===== config.mk =====
export PLATFORM = sky130hd
export DESIGN_NAME = lcd_serial_rgb_driver
export DESIGN_NICKNAME = d
export VERILOG_FILES = /design/src/rtl/lcd_serial_rgb_driver_pkg.sv /design/src/rtl/lcd_serial_rgb_driver_timing_counter.sv /design/src/rtl/lcd_serial_rgb_driver.sv
export SDC_FILE = /design/constraint.sdc
export NUM_CORES = 1
export LEC_CHECK = 0
export BUFFER_PORTS_ARGS = -buffer_cell sky130_fd_sc_hd__buf_2
export CAP_MARGIN = 30
export CORE_ASPECT_RATIO = 1.1
export CORE_MARGIN = 5
export CORE_UTILIZATION = 53
export DETAILED_ROUTE_END_ITERATION = 10
export HOLD_SLACK_MARGIN = 0.1
export PLACE_DENSITY = 0.79
export SETUP_SLACK_MARGIN = 0.3
export SLEW_MARGIN = 25
export SYNTH_ARGS = -nofsm -noshare
export SYNTH_HDL_FRONTEND = slang
export SYNTH_SLANG_ARGS = --single-unit
export TNS_END_PERCENT = 20

===== constraint.sdc =====
create_clock -name clk -period 2.3 [get_ports clk]
set_input_delay 0.46 -clock clk [delete_from_list [all_inputs] [get_ports clk]]
set_output_delay 0.46 -clock clk [all_outputs]
set_load 0.01 [all_outputs]

===== src/rtl/lcd_serial_rgb_driver_pkg.sv =====
// Shared timing constants, counter types and small helpers for the
// serial-RGB LCD driver. The default porch/sync values describe the
// 320x240 panel; H_TOTAL = 408 pixels (1224 clk), V_TOTAL = 262 lines.
package lcd_serial_rgb_driver_pkg;

    // Counter widths: 9 bits cover 0..407 horizontally and 0..261 vertically.
    localparam int unsigned H_CNT_W = 9;
    localparam int unsigned V_CNT_W = 9;

    typedef logic [H_CNT_W-1:0] hcnt_t;
    typedef logic [V_CNT_W-1:0] vcnt_t;

    // Default horizontal timing, in pixels (one pixel = three clocks).
    localparam hcnt_t H_ACTIVE_DEF = 9'd320;
    localparam hcnt_t H_FP_DEF     = 9'd20;
    localparam hcnt_t H_SYNC_DEF   = 9'd30;
    localparam hcnt_t H_BP_DEF     = 9'd38;

    // Default vertical timing, in lines.
    localparam vcnt_t V_ACTIVE_DEF = 9'd240;
    localparam vcnt_t V_FP_DEF     = 9'd4;
    localparam vcnt_t V_SYNC_DEF   = 9'd3;
    localparam vcnt_t V_BP_DEF     = 9'd15;

    // Byte slot within a pixel: R, G, B go out on consecutive clocks.
    typedef enum logic [1:0] {
        PH_R = 2'd0,
        PH_G = 2'd1,
        PH_B = 2'd2
    } phase_e;

    // Half-open window test [lo, hi) used for the sync regions.
    function automatic logic in_window(input logic [8:0] cnt,
                                       input logic [8:0] lo,
                                       input logic [8:0] hi);
        return (cnt >= lo) && (cnt < hi);
    endfunction

endpackage


===== src/rtl/lcd_serial_rgb_driver_timing_counter.sv =====
// Phase / horizontal / vertical counters of the LCD raster plus the
// region decodes derived directly from them (no extra register stage).
module lcd_serial_rgb_driver_timing_counter
    import lcd_serial_rgb_driver_pkg::*;
#(
    parameter hcnt_t H_ACTIVE = H_ACTIVE_DEF,
    parameter hcnt_t H_FP     = H_FP_DEF,
    parameter hcnt_t H_SYNC   = H_SYNC_DEF,
    parameter hcnt_t H_BP     = H_BP_DEF,
    parameter vcnt_t V_ACTIVE = V_ACTIVE_DEF,
    parameter vcnt_t V_FP     = V_FP_DEF,
    parameter vcnt_t V_SYNC   = V_SYNC_DEF,
    parameter vcnt_t V_BP     = V_BP_DEF
) (
    input  logic       clk_i,
    input  logic       rst_ni,
    output phase_e     phase_o,
    output logic [8:0] x_o,
    output logic [7:0] y_o,
    output logic       active_o,
    output logic       hsync_o,
    output logic       vsync_o,
    output logic       origin_o
);

    // Line order from 0: active, front porch, sync, back porch.
    localparam hcnt_t H_SYNC_BEG = H_ACTIVE + H_FP;
    localparam hcnt_t H_SYNC_END = H_SYNC_BEG + H_SYNC;
    localparam hcnt_t H_TOTAL    = H_SYNC_END + H_BP;
    localparam vcnt_t V_SYNC_BEG = V_ACTIVE + V_FP;
    localparam vcnt_t V_SYNC_END = V_SYNC_BEG + V_SYNC;
    localparam vcnt_t V_TOTAL    = V_SYNC_END + V_BP;

    phase_e phase_q, phase_d;
    hcnt_t  h_cnt_q, h_cnt_d;
    vcnt_t  v_cnt_q, v_cnt_d;

    // Next-state: phase steps every clock, h on phase wrap, v on h wrap.
    always_comb begin
        phase_d = phase_q;
        h_cnt_d = h_cnt_q;
        v_cnt_d = v_cnt_q;
        case (phase_q)
            PH_R:    phase_d = PH_G;
            PH_G:    phase_d = PH_B;
            default: phase_d = PH_R;
        endcase
        if (phase_q == PH_B) begin
            if (h_cnt_q == H_TOTAL - 9'd1) begin
                h_cnt_d = 9'd0;
                if (v_cnt_q == V_TOTAL - 9'd1) begin
                    v_cnt_d = 9'd0;
                end else begin
                    v_cnt_d = v_cnt_q + 9'd1;
                end
            end else begin
                h_cnt_d = h_cnt_q + 9'd1;
            end
        end else begin
            h_cnt_d = h_cnt_q;
        end
    end

    // Counter registers; reset places the raster at its origin.
    always_ff @(posedge clk_i or negedge rst_ni) begin
        if (!rst_ni) begin
            phase_q <= PH_R;
            h_cnt_q <= 9'd0;
            v_cnt_q <= 9'd0;
        end else begin
            phase_q <= phase_d;
            h_cnt_q <= h_cnt_d;
            v_cnt_q <= v_cnt_d;
        end
    end

    assign phase_o  = phase_q;
    assign x_o      = h_cnt_q;
    assign y_o      = v_cnt_q[7:0];
    assign active_o = (h_cnt_q < H_ACTIVE) && (v_cnt_q < V_ACTIVE);
    assign hsync_o  = in_window(h_cnt_q, H_SYNC_BEG, H_SYNC_END);
    assign vsync_o  = in_window(v_cnt_q, V_SYNC_BEG, V_SYNC_END);
    assign origin_o = (h_cnt_q == 9'd0) && (v_cnt_q == 9'd0) && (phase_q == PH_R);

endmodule


===== src/rtl/lcd_serial_rgb_driver.sv =====
// Serial-RGB LCD driver: raster timing, pixel fetch, hold register,
// R/G/B byte serialiser and the two-stage delay lines that keep
// hsync/vsync/den byte-aligned with lcd_dat.
// Latency: pix_req at t -> R at t+2, G at t+3, B at t+4.
module lcd_serial_rgb_driver
    import lcd_serial_rgb_driver_pkg::*;
#(
    parameter hcnt_t H_ACTIVE = H_ACTIVE_DEF,
    parameter hcnt_t H_FP     = H_FP_DEF,
    parameter hcnt_t H_SYNC   = H_SYNC_DEF,
    parameter hcnt_t H_BP     = H_BP_DEF,
    parameter vcnt_t V_ACTIVE = V_ACTIVE_DEF,
    parameter vcnt_t V_FP     = V_FP_DEF,
    parameter vcnt_t V_SYNC   = V_SYNC_DEF,
    parameter vcnt_t V_BP     = V_BP_DEF,
    parameter logic  SYNC_NEG = 1'b1
) (
    input  logic        clk,
    input  logic        resetn,
    output logic        pix_req,
    output logic [8:0]  pix_x,
    output logic [7:0]  pix_y,
    input  logic [23:0] pix_rgb,
    output logic        frame_start,
    output logic [7:0]  lcd_dat,
    output logic        lcd_hsync,
    output logic        lcd_vsync,
    output logic        lcd_den
);

    phase_e phase_s;
    logic   active_s;
    logic   hsync_raw_s;
    logic   vsync_raw_s;
    logic   origin_s;

    lcd_serial_rgb_driver_timing_counter #(
        .H_ACTIVE (H_ACTIVE),
        .H_FP     (H_FP),
        .H_SYNC   (H_SYNC),
        .H_BP     (H_BP),
        .V_ACTIVE (V_ACTIVE),
        .V_FP     (V_FP),
        .V_SYNC   (V_SYNC),
        .V_BP     (V_BP)
    ) u_timing (
        .clk_i    (clk),
        .rst_ni   (resetn),
        .phase_o  (phase_s),
        .x_o      (pix_x),
        .y_o      (pix_y),
        .active_o (active_s),
        .hsync_o  (hsync_raw_s),
        .vsync_o  (vsync_raw_s),
        .origin_o (origin_s)
    );

    // Stage 0 strobes come straight off the counters. They are gated by
    // resetn so they read idle while reset is held, even though the
    // counters already sit at the origin.
    assign pix_req     = resetn & active_s & (phase_s == PH_R);
    assign frame_start = resetn & origin_s;

    // Stage 1 registers
    logic   req1_q,   req1_d;
    logic   den1_q,   den1_d;
    logic   hs1_q,    hs1_d;
    logic   vs1_q,    vs1_d;
    phase_e phase1_q, phase1_d;
    logic [23:0] hold_q, hold_d;
    // Stage 2 registers (drive the pins)
    logic [7:0] dat_q, dat_d;
    logic   den2_q,   den2_d;
    logic   hs2_q,    hs2_d;
    logic   vs2_q,    vs2_d;
    logic [7:0] byte_s;

    // Byte mux: the R byte is taken straight from pix_rgb in the clock it
    // arrives (the hold register is loading in parallel); G and B come
    // from the hold register on the following clocks.
    always_comb begin
        byte_s = 8'h00;
        case (phase1_q)
            PH_R:    byte_s = pix_rgb[23:16];
            PH_G:    byte_s = hold_q[15:8];
            PH_B:    byte_s = hold_q[7:0];
            default: byte_s = 8'h00;
        endcase
    end

    // Next-state for both pipeline stages; syncs are held at pin level.
    always_comb begin
        req1_d   = pix_req;
        den1_d   = active_s;
        hs1_d    = hsync_raw_s ^ SYNC_NEG;
        vs1_d    = vsync_raw_s ^ SYNC_NEG;
        phase1_d = phase_s;
        hold_d   = hold_q;
        if (req1_q) begin
            hold_d = pix_rgb;
        end else begin
            hold_d = hold_q;
        end
        den2_d = den1_q;
        hs2_d  = hs1_q;
        vs2_d  = vs1_q;
        if (den1_q) begin
            dat_d = byte_s;
        end else begin
            dat_d = 8'h00;
        end
    end

    // Pipeline registers; reset clears data/den and parks syncs inactive.
    always_ff @(posedge clk or negedge resetn) begin
        if (!resetn) begin
            req1_q   <= 1'b0;
            den1_q   <= 1'b0;
            hs1_q    <= SYNC_NEG;
            vs1_q    <= SYNC_NEG;
            phase1_q <= PH_R;
            hold_q   <= 24'h000000;
            dat_q    <= 8'h00;
            den2_q   <= 1'b0;
            hs2_q    <= SYNC_NEG;
            vs2_q    <= SYNC_NEG;
        end else begin
            req1_q   <= req1_d;
            den1_q   <= den1_d;
            hs1_q    <= hs1_d;
            vs1_q    <= vs1_d;
            phase1_q <= phase1_d;
            hold_q   <= hold_d;
            dat_q    <= dat_d;
            den2_q   <= den2_d;
            hs2_q    <= hs2_d;
            vs2_q    <= vs2_d;
        end
    end

    assign lcd_dat   = dat_q;
    assign lcd_den   = den2_q;
    assign lcd_hsync = hs2_q;
    assign lcd_vsync = vs2_q;

endmodule


==> summary.txt <==
Outcome
  – Outcome: finished clean

Cells and area
  – Nets: 316
  – Multi-input gate area: 1030 um^2
  – Filler cells: 382
  – Area Growth Syn to Fin: 22.9%
  – Register area: 1340 um^2
  – Share of layout cells above drive strength 1: 0.413
  – # diodes: 0

Power
  – Power after layout: 1710 uW
  – Pwr Density: 571 nW/um^2
  – Worst VDD drop: 0.000298 V
  – Total leakage power: about 0.0014 uW

Place
  – Gp weighted congestion: about 0.85
  – DPL Wire Length: 3.74 mm
  – I/O Buffers: 55

Worst hold path
  – Hold_sp: vs1_q
  – Hold WC Path Type: reg -> reg
  – Worst Hold Endpoint: lcd_vsync
  – Hold Path Depth: 0

Global route
  – Total GRT Usage: 0.195
  – Pin count of the biggest net entering global routing: 52
  – First-pass GRT wire length: 9.01 mm
  – Number of global-route vias before repair: 1,886
  – Initial antenna violation count: 0
  – Grt total ovfl: 0

Clock network
  – Clk slew on worst S/H paths: 0.09 ns
  – CTS tree: yes
  – CTS Buf Count: 5
  – H-Tree Depth: 2
  – Clk buf depth: 2
  – Root buf cell: clkbuf_8
  – Num Clock Sinks: between 50 and 60
  – Worst skew pair latency: 0.30 ns

Logic synthesis
  – EDFF count, synth: 0
  – Most used DFF post-synth: dfrtp_1
  – Yosys cell types: 40
  – Top-area cell type share of the netlist area: 0.502
  – Top post-synthesis cells by area: dfrtp_1 50%, mux2_2 7.4%, dfstp_2 4.3%
  – Area leader, netlist: dfrtp_1
  – Synthesized area: 2440 um^2
  – Synthesized Nets: 249
  – YS warnings: 0
  – Syn avg cell area: 11.2 um^2
  – Post-synth top cells: 49 x dfrtp_1, 20 x o21ai_0, 19 x nand2_1
  – Count leader, synth: dfrtp_1
  – Cell count after synthesis: 218
  – Sequential area share after synthesis: 0.545
  – FF+latch count, synth: 53
  – Asr flop ratio synth: 1.00

Timing
  – Final hold vios: 0
  – Max Slew Vio Count: 0
  – Measured slew at the worst slew-check pin: between 0.6 and 0.7 ns
  – Fmax: 498 MHz
  – Setup TNS: 0 ns
  – # setup viols final: 0
  – Crit path time final: 2.01 ns
  – RSZ-0062 raised after global routing: yes
  – Skew final: 0.00671 ns
  – Max-slew headroom: 0.552
  – Final Cycle Share: 0.873

Critical path
  – Cell depth of the worst flop-to-flop path: 4
  – R2r startpoint: u_timing.x_o[5]
  – Crit path max fanout: 4
  – Startpoint Class: flip-flop
  – WS Path Type: reg -> reg
  – Worst setup EP type: flip-flop
  – Count of buffer and inverter cells on the critical path: 0
  – Crit-path slowest cell: or4b_4
  – Worst R2R Setup Slack: 0.29 ns
  – Critical path data required time: 2.54 ns
  – Max stage delay on crit path: 0.55 ns
  – Family with the most delay on the worst path: simple AND/OR/NAND/NOR gates
  – Worst EP arrival: 2.24 ns
  – Cells along the critical path: or4b_4, or3_1, or4b_1, nand2_1
  – Worst reg2reg path endpoint: u_timing.v_cnt_q[3]

Drt
  – Iter 0 DRT Violations: 77
  – Vias per cell: 5.43
  – Drt wl/cell: 15.4 um
  – DRC viols: 0
  – Routed Wire Length: 5.26 mm
  – DRT Pass-1 Iters: 4
  – Vias post-DR: roughly 1,900
  – Post-route antenna net violation count: 0

Floorplan
  – Chip height: between 80 and 90 um
  – Die Wd: 74.7 um
  – Core area: 4550 um^2
  – Initial core utilization: 0.536
  – Row count: 26
  – Boundary Pins: 56
  – Die ar.: slightly above 6000 um^2

Job
  – Max-cap violations: 0
-- routing by layer --
layer	share of wire	wire length (um)	global-route usage
met1	0.42	2190	0.253
met2	0.51	2680	0.320
met4	0.010	53	0.0569
met5	0	0	0
met3	0.063	333	0.0495
-- cell type report --
cell class              instances  share of cell area
flip-flops and latches         53               0.446
multi-input cells             144               0.344
repair buffers                 75               0.143
clock buffers                   6              0.0242
well taps                      56              0.0233
clock inverters                 2              0.0117
inverters                       6             0.00750
-- cell families after synthesis --
group / Yosys count / share of synthesized area
AOI/OAI and AO/OA: 34 / 0.0799
muxes: 25 / 0.111
xor gates and xnor gates: 6 / 0.0215
buffers and inverters: 21 / 0.0466
adders and majority gates: 5 / 0.0256
DFF: 53 / 0.545
and+or+nand+nor: 74 / 0.171
-- placed cells by master, fill, tap and decap left out, drive strengths merged, types with 5 or more instances in the layout --
cell    instances
buf            74
a21oi           5
dfrtp          49
and2            8
o21ai          20
ha              5
mux2i           9
inv             6
clkbuf          6
nand3           9
nor2b           5
mux2           16
nor2            8
nand2          19
-- registers in the layout, summed over array words and instances (netlist names) --
| name | cells |
|---|---|
| vs1_q | 1 |
| lcd_vsync | 1 |
| hold_q | 16 |
| u_timing.x_o | 9 |
| u_timing.v_cnt_q | 9 |
| u_timing.phase_o | 2 |
| lcd_hsync | 1 |
| phase1_q | 2 |
| req1_q | 1 |
| den1_q | 1 |
| lcd_dat | 8 |
| hs1_q | 1 |
| lcd_den | 1 |
-- power by group --
| group | switching, uW | total (uW) | internal, uW |
|---|---|---|---|
| clock network | 288 | 612 | 323 |
| registers | 22.8 | 996 | 973 |
| logic | 47.8 | 107 | 59.0 |
| total | 359 | 1710 | 1360 |
-- how the worst max path moves through the flow --
stage / from / endpoint / slack, ns / cells past startpoint
floorplan: u_timing.x_o[3] / u_timing.v_cnt_q[8] / 0.32 / 6
detailed placement: u_timing.x_o[5] / u_timing.v_cnt_q[3] / 0.28 / 4
finish: u_timing.x_o[5] / u_timing.v_cnt_q[3] / 0.29 / 4
global route: u_timing.v_cnt_q[5] / pix_req / 0.23 / 5
global placement: u_timing.x_o[5] / u_timing.v_cnt_q[3] / 0.33 / 4
CTS: u_timing.x_o[6] / u_timing.v_cnt_q[3] / 0.30 / 4
-- stage by stage --
step	area, um^2	hold slack [ns]	worst slack (ns)	instances	util
floorplan	2450	0.164	0.317	218	-
global route	3000	0.368	0.226	342	0.659
global placement	2730	0.274	0.329	319	0.600
CTS	2950	0.360	0.297	338	0.647
detailed placement	2730	0.272	0.277	319	0.600
finish	3000	0.354	0.292	342	0.659
-- timing repair --
action                                  in CTS  in global routing
hold buffers                                 1                  0
setup buffers                               10                  4
pin swaps                                    3                  2
endpoints found under the setup margin       4                  6
resized for setup                            8                  5
endpoints found under the hold margin        2                  0
-- worst reg2reg max path, stage by stage (launching register included) --
cell and delay [ns]:
dfrtp_2 0.45, or4b_4 0.55, or3_1 0.36, or4b_1 0.51, nand2_1 0.08
No activity file was read; power rests on OpenSTA's default activity.
